===== src/rtl/AluCtrlSig_pkg.sv =====
// Shared hazard-unit types: pipeline action categories and ALU operand
// forwarding selects, plus the forwarding-priority helper.
package AluCtrlSig_pkg;

  typedef enum logic [1:0] {
    RUN      = 2'd0,
    MEM_WAIT = 2'd1,
    FLUSH    = 2'd2,
    STALL    = 2'd3
  } hz_state_t;

  localparam logic [1:0] FWD_RF = 2'b00;
  localparam logic [1:0] FWD_S5 = 2'b01;
  localparam logic [1:0] FWD_S4 = 2'b10;

  // The memory stage holds the younger result, so it wins over writeback.
  function automatic logic [1:0] fwd_sel(
    input logic       rw4,
    input logic [4:0] w4,
    input logic       rw5,
    input logic [4:0] w5,
    input logic [4:0] src
  );
    logic [1:0] sel;
    sel = FWD_RF;
    if (rw4 && (w4 != 5'd0) && (w4 == src)) begin
      sel = FWD_S4;
    end else if (rw5 && (w5 != 5'd0) && (w5 == src)) begin
      sel = FWD_S5;
    end
    return sel;
  endfunction

endpackage


===== src/rtl/hazard_ctrl.sv =====
// Pipeline hazard controller: stall/flush enables, operand forwarding,
// performance counters and a sticky data-memory timeout flag.
module hazard_ctrl
  import AluCtrlSig_pkg::*;
#(
  parameter int unsigned TIMEOUT_CYC = 256
) (
  input  logic       clk,
  input  logic       rst_n,
  input  logic [4:0] rs_s2,
  input  logic [4:0] rt_s2,
  input  logic       uses_rt_s2,
  input  logic       memread_s3,
  input  logic [4:0] wrreg_s3,
  input  logic [4:0] rs_s3,
  input  logic [4:0] rt_s3,
  input  logic       regwrite_s4,
  input  logic [4:0] wrreg_s4,
  input  logic       regwrite_s5,
  input  logic [4:0] wrreg_s5,
  input  logic       branch_taken_s4,
  input  logic       mem_busy,
  input  logic       cnt_clr,
  output logic       pc_en,
  output logic       if_id_en,
  output logic       id_ex_en,
  output logic       ex_mem_en,
  output logic       flush_if_id,
  output logic       flush_id_ex,
  output logic       flush_ex_mem,
  output logic [1:0] fwd_a,
  output logic [1:0] fwd_b,
  output hz_state_t  state,
  output logic [15:0] stall_cnt,
  output logic [15:0] flush_cnt,
  output logic       mem_timeout
);

  localparam int unsigned BW = (TIMEOUT_CYC < 2) ? 1 : $clog2(TIMEOUT_CYC + 1);
  localparam logic [BW-1:0] TO_VAL = BW'(TIMEOUT_CYC);

  logic          w_lu;
  hz_state_t     w_cat;
  logic [BW-1:0] w_busy_nxt;

  hz_state_t     r_state;
  logic [15:0]   r_stall_cnt;
  logic [15:0]   r_flush_cnt;
  logic [BW-1:0] r_busy_cnt;
  logic          r_timeout;

  always_comb begin
    w_lu = memread_s3 && (wrreg_s3 != 5'd0) &&
           ((wrreg_s3 == rs_s2) || (uses_rt_s2 && (wrreg_s3 == rt_s2)));

    w_cat = RUN;
    if (mem_busy)             w_cat = MEM_WAIT;
    else if (branch_taken_s4) w_cat = FLUSH;
    else if (w_lu)            w_cat = STALL;

    pc_en        = 1'b1;
    if_id_en     = 1'b1;
    id_ex_en     = 1'b1;
    ex_mem_en    = 1'b1;
    flush_if_id  = 1'b0;
    flush_id_ex  = 1'b0;
    flush_ex_mem = 1'b0;

    // In reset the PC holds while every stage register is loaded with a NOP.
    if (!rst_n) begin
      pc_en        = 1'b0;
      flush_if_id  = 1'b1;
      flush_id_ex  = 1'b1;
      flush_ex_mem = 1'b1;
    end else begin
      case (w_cat)
        MEM_WAIT: begin
          pc_en     = 1'b0;
          if_id_en  = 1'b0;
          id_ex_en  = 1'b0;
          ex_mem_en = 1'b0;
        end
        FLUSH: begin
          flush_if_id  = 1'b1;
          flush_id_ex  = 1'b1;
          flush_ex_mem = 1'b1;
        end
        STALL: begin
          pc_en       = 1'b0;
          if_id_en    = 1'b0;
          flush_id_ex = 1'b1;
        end
        default: ;
      endcase
    end

    fwd_a = FWD_RF;
    fwd_b = FWD_RF;
    if (rst_n) begin
      fwd_a = fwd_sel(regwrite_s4, wrreg_s4, regwrite_s5, wrreg_s5, rs_s3);
      fwd_b = fwd_sel(regwrite_s4, wrreg_s4, regwrite_s5, wrreg_s5, rt_s3);
    end

    if (!mem_busy)              w_busy_nxt = '0;
    else if (r_busy_cnt == '1)  w_busy_nxt = r_busy_cnt;
    else                        w_busy_nxt = r_busy_cnt + 1'b1;
  end

  always_ff @(posedge clk) begin
    if (!rst_n) begin
      r_state     <= RUN;
      r_stall_cnt <= '0;
      r_flush_cnt <= '0;
      r_busy_cnt  <= '0;
      r_timeout   <= 1'b0;
    end else begin
      r_state <= w_cat;
      if (cnt_clr) begin
        r_stall_cnt <= '0;
        r_flush_cnt <= '0;
      end else begin
        if (((w_cat == MEM_WAIT) || (w_cat == STALL)) && (r_stall_cnt != '1))
          r_stall_cnt <= r_stall_cnt + 16'd1;
        if ((w_cat == FLUSH) && (r_flush_cnt != '1))
          r_flush_cnt <= r_flush_cnt + 16'd1;
      end
      r_busy_cnt <= w_busy_nxt;
      if (w_busy_nxt >= TO_VAL) r_timeout <= 1'b1;
    end
  end

  assign state       = r_state;
  assign stall_cnt   = r_stall_cnt;
  assign flush_cnt   = r_flush_cnt;
  assign mem_timeout = r_timeout;

endmodule

===== config.mk =====
export PLATFORM = sky130hd
export DESIGN_NAME = hazard_ctrl
export DESIGN_NICKNAME = d
export VERILOG_FILES = /design/src/rtl/AluCtrlSig_pkg.sv /design/src/rtl/hazard_ctrl.sv
export SDC_FILE = /design/constraint.sdc
export NUM_CORES = 1
export LEC_CHECK = 0
export ABC_AREA = 1
export ABC_CLOCK_PERIOD_IN_PS = 2029
export BUFFER_PORTS_ARGS = -buffer_cell sky130_fd_sc_hd__buf_2
export CORE_MARGIN = 3
export CORE_UTILIZATION = 51
export DETAILED_ROUTE_END_ITERATION = 8
export GPL_TIMING_DRIVEN = 0
export PLACE_DENSITY_LB_ADDON = 0.12
export SLEW_MARGIN = 25
export SYNTH_ARGS = -nofsm -noshare
export SYNTH_HDL_FRONTEND = slang
export SYNTH_SLANG_ARGS = --single-unit

===== constraint.sdc =====
create_clock -name clk -period 2.03 [get_ports clk]
set_input_delay 0.406 -clock clk [delete_from_list [all_inputs] [get_ports clk]]
set_output_delay 0.406 -clock clk [all_outputs]
set_load 0.02 [all_outputs]

# == After elaboration in Yosys (flattened, before gate mapping) ==
# Index checks and enable logic that the tools add are counted.
# totals
regBits,44
out_inout_bits,46
elab_cells,61
input_bits,44
# classes
reduce_logical,19
n_eq_ne,12
magnitude_cmp,1
n_mux,20
add_sub_neg,3
bitwise_logic,1
# ops
cell,n
adder 16 x 1 -> 16 bit (second input constant),2
!= test 16 bit (second input constant),2
equality test 5 bit,6
two-way mux 9 bit,2
nonzero test 5 bit,3
two-way mux 2 bit,7
logical AND 1 bit,11
two-way mux 1 bit,11
adder 9 x 1 -> 9 bit (second input constant),1
equality test 9 bit (second input constant),1
greater-or-equal comparator 9 bit (second input constant),1
OR reduction 2 bit,3
equality test 2 bit (second input constant),2
equality test 2 x 1 -> 1 bit (second input constant),1
logical OR 1 bit,2
inverter 1 bit,1

# == Depth between registers and ports, before layout ==
# logic_depth
ltp_word,11
mapped_depth,13
mapped_depth_nobuf,12

# == Least setup slack after synthesis ==
# OpenSTA, ideal clock, no wires.
# synth_path
path_type,input port to output port
startpoint,input port rst_n
endpoint,output port fwd_b[0]
slack_ps,108
stages,4
path_buffers,0
required_ps,1624
arrival_time_ps,1516
path_cell_list,clkinv_1 > a21oi_1 > o21ai_0 > nor4_1
# synth_via
elab_chain_cells,1
# synth_rtl
item,line_no,text
from (decl),hazard_ctrl.sv:9,"input logic rst_n,"
two-way mux 2 bit,hazard_ctrl.sv:99,if (rst_n) begin
to (decl),hazard_ctrl.sv:32,"output logic [1:0] fwd_b,"
# No other way between the ends.

# == Worst setup path after layout ==
# layout_path
startpoint,input port wrreg_s3[3]
endpoint,output port pc_en
# layout_via
elab_chain_cells,11
word_cells_on_any_way,15
classes_between,eq/ne: 4; mux: 5; reduce/logical: 6
# layout_rtl
item,line_no,text
from (decl),hazard_ctrl.sv:14,"input logic [4:0] wrreg_s3,"
equality test 5 bit,hazard_ctrl.sv:54,((wrreg_s3 == rs_s2) || (uses_rt_s2 && (wrreg_s3 == rt_s2)));
logical AND 1 bit,hazard_ctrl.sv:54,
logical OR 1 bit,hazard_ctrl.sv:54,
logical AND 1 bit (*),hazard_ctrl.sv:53,w_lu = memread_s3 && (wrreg_s3 != 5'd0) &&
two-way mux 2 bit (*),hazard_ctrl.sv:59,else if (w_lu) w_cat = STALL;
two-way mux 2 bit (*),hazard_ctrl.sv:58,else if (branch_taken_s4) w_cat = FLUSH;
two-way mux 2 bit (*),hazard_ctrl.sv:57,if (mem_busy) w_cat = MEM_WAIT;
equality test 2 x 1 -> 1 bit / equality test 2 bit (equally long branches),hazard_ctrl.sv:76,case (w_cat)
OR reduction 2 bit (no source line) (*),n/a,
two-way mux 1 bit (*),hazard_ctrl.sv:76,
two-way mux 1 bit (*),hazard_ctrl.sv:70,if (!rst_n) begin
to (decl),hazard_ctrl.sv:24,"output logic pc_en,"
# Mark *: on every way between the ends. The rest lies on a longest branch, timed or not.

==> impl_metrics.csv <==
group,metric,value,unit
final_layout,instances_no_fill,610,
global_routing,grtUsageMet2,0.3907,
timing,min_period,1.932,ns
timing,tns,0,ns
yosys,yosys_warnings,0,
timing,slew_headroom,0.7396,
final_layout,fill_cells,525,
final_layout,layout.nets,586,
final_layout,final_common_cell,"nand2_1",
critical_path,worstPathMaxFanout,19,
placed_design,gp_congestion,0.9080,
placed_design,numPortBuffers,89,
critical_path,path_class,"in -> out",
floorplan,fp-row-count,26,
yosys,yosysTopAreaCellShare,0.3089,
timing,fin_crit_sh,0.9518,
route,drt_wl_total,6792,µm
yosys,syn_avg_cell_area,6.451,µm²
final_layout,antennaDiodeCount,0,
route,viasPerCell,5.003,
route,wl_per_cell,11.13,µm
yosys,seq_area_frac_synth,0.3089,
global_routing,grt_pass1_vias,2740,
power,p_per_area,524.9,nW/µm²
clocking,clock_latency,0.30,ns
critical_path,arrival,1.53,ns
floorplan,dieHeight,80.78,µm
global_routing,busiest_layer,"met2",
timing,timing.final.hold_violations,0,
clocking,clk_pin_slew_worst_paths,0.08,ns
timing,fin_ws,0.09792,ns
power,power,1.848,mW
clocking,cts-hold-fix-buffers,0,
floorplan,start_util,0.5411,
timing,fmax,0.5176,GHz
global_routing,use_met1,0.2616,
yosys,syn_area,2851,µm²
global_routing,grt_usage,0.2159,
final_layout,layout-drive-gt1-share,0.2481,
timing,worst_pin_slew,0.3856,ns
yosys,synth_area_leader_cell,"dfxtp_1",
clocking,htree_levels,2,
job,drv_cap,0,
floorplan,io_pins,90,
global_routing,grt_remaining_overflow,0,
placed_design,dp_hpwl,5374,µm
worst_hold_path,hp-class,"in -> reg",
critical_path,cp.required,1.62,ns
global_routing,grt_max_degree,20,
clocking,cts_buffers,5,
floorplan,core_area,5270,µm²
critical_path,cp-start-kind,"input port",
route,drt_iter0_drc,111,
route,first_pass_iters,4,
final_layout,final_cell_mix,"104 x nand2_1, 93 x buf_2, 62 x inv_1",
route,drc,0,
clocking,cts_sinks,44,
yosys,synth_cells,442,
power,power.leakage,1.669,nW
yosys,synth-seq-cells,44,
placed_design,place_inst,601,
power,vdd_drop_max,0.3048,mV
yosys,ys_types,37,
global_routing,grt_pass1_wl,11450,µm
floorplan,die_area,6525,µm²
outcome,outcome,"complete, no violations",
timing,setup_viol,0,
global_routing,use_met3,0.03769,
placed_design,place_ws,-0.02575,ns
critical_path,endpoint_kind,"output pin",
clocking,clockBufferDepth,2,
clocking,cts_tree,"built",
yosys,synth_area_leaders,"dfxtp_1 31%, nand2_1 14%, inv_1 8.2%",
route,ant_nets,0,
route,vias,3052,
timing,clock_skew,0.01097,ns
clocking,root_buffer,"clkbuf_8",
yosys,syn_nets,489,
floorplan,dieWidth,80.78,µm
global_routing,antenna_found_initial,0,
timing,maxSlewViolCount,0,
final_layout,syn_to_final_growth,23.48,%
timing,rsz0062_at_grt,"no",
[repair_timing]
item,CTS,global route
endpoints found under the setup margin,1,3
buffers inserted,0,2
resized for setup,1,4
gates cloned,0,0
[synthesized netlist by cell type, drive strengths merged]
| cell | count |
|---|---|
| nand2 | 110 |
| xnor2 | 14 |
| xor2 | 8 |
| dfxtp | 44 |
| inv | 64 |
| o41ai | 1 |
| o21ai | 16 |
| nand3b | 2 |
| a211oi | 1 |
| nor4 | 4 |
| nor3 | 14 |
| nor2 | 64 |
| ha | 3 |
| o21bai | 3 |
| a221oi | 1 |
| o31ai | 1 |
| a21oi | 28 |
| a31oi | 4 |
| nand3 | 33 |
| or2 | 3 |
| o2111ai | 1 |
| o21a | 2 |
| nor3b | 4 |
| clkinv | 1 |
| buf | 10 |
| nand4 | 6 |
[metal layers]
layer / up-vias / routed length, µm
li1: 1603 / -
met1: 1368 / 3091
met2: 69 / 3274
met3: 12 / 311
met4: 0 / 115
met5: - / 0
[sequential cells by signal, indices dropped and copies added (netlist names)]
| signal | flops |
|---|---|
| state | 2 |
| flush_cnt | 16 |
| mem_timeout | 1 |
| stall_cnt | 16 |
| r_busy_cnt | 9 |
[cells by family after synthesis]
group	synth area share
compound gates	0.1150
xor+xnor	0.06758
fa+ha+maj	0.01317
buf+inv	0.1114
flops	0.3089
simple gates	0.3839
[area by class of cell]
type                            instances  area (µm²)  area share
Tap cell                               70       87.58     0.02488
Buffer                                  9       71.32     0.02026
Timing Repair Buffer                   91       462.9      0.1315
Inverter                               65       247.7     0.07036
Sequential cell                        44       880.8      0.2502
Multi-Input combinational cell        323        1655      0.4701
Clock inverter                          3       46.29     0.01315
Clock buffer                            5       68.82     0.01955
[metrics by stage]
stage	hold WS [ns]	cell area, µm²	util
2_1_floorplan	0.4418	2851	-
3_3_place_gp	0.4357	3385	0.6422
3_5_place_dp	0.4372	3385	0.6422
4_1_cts	0.3853	3491	0.6624
5_1_grt	0.4363	3521	0.6681
6_report	0.4188	3521	0.6681
[power by group]
| part | internal (mW) | total (mW) | switching, mW |
|---|---|---|---|
| Sequential | 0.871 | 0.879 | 0.00774 |
| Clock | 0.371 | 0.696 | 0.325 |
| Combinational | 0.114 | 0.273 | 0.159 |
| Total | 1.36 | 1.85 | 0.491 |
[final timing paths]
kind | startpoint | to | slack, ns | cells after the start
worst max register to register | flush_cnt[0]$_SDFFE_PP0P_ | flush_cnt[8]$_SDFFE_PP0P_ | 0.20 | 8
worst max-delay path | wrreg_s3[3] | pc_en | 0.1 | 10
worst min-delay path | rst_n | mem_timeout$_SDFFE_PN0P_ | 0.42 | 3
worst min register to register | mem_timeout$_SDFFE_PN0P_ | mem_timeout$_SDFFE_PN0P_ | 0.46 | 2
[worst max-delay path, stage by stage]
cell and delay [ns]:
buf_2 0.10, inv_1 0.11, nand4_1 0.11, o21ai_0 0.14
inv_1 0.09, nand3_2 0.08, nand2_2 0.07, buf_12 0.15
nor2_1 0.10, buf_4 0.16
Power figures use the tool's default switching activity.
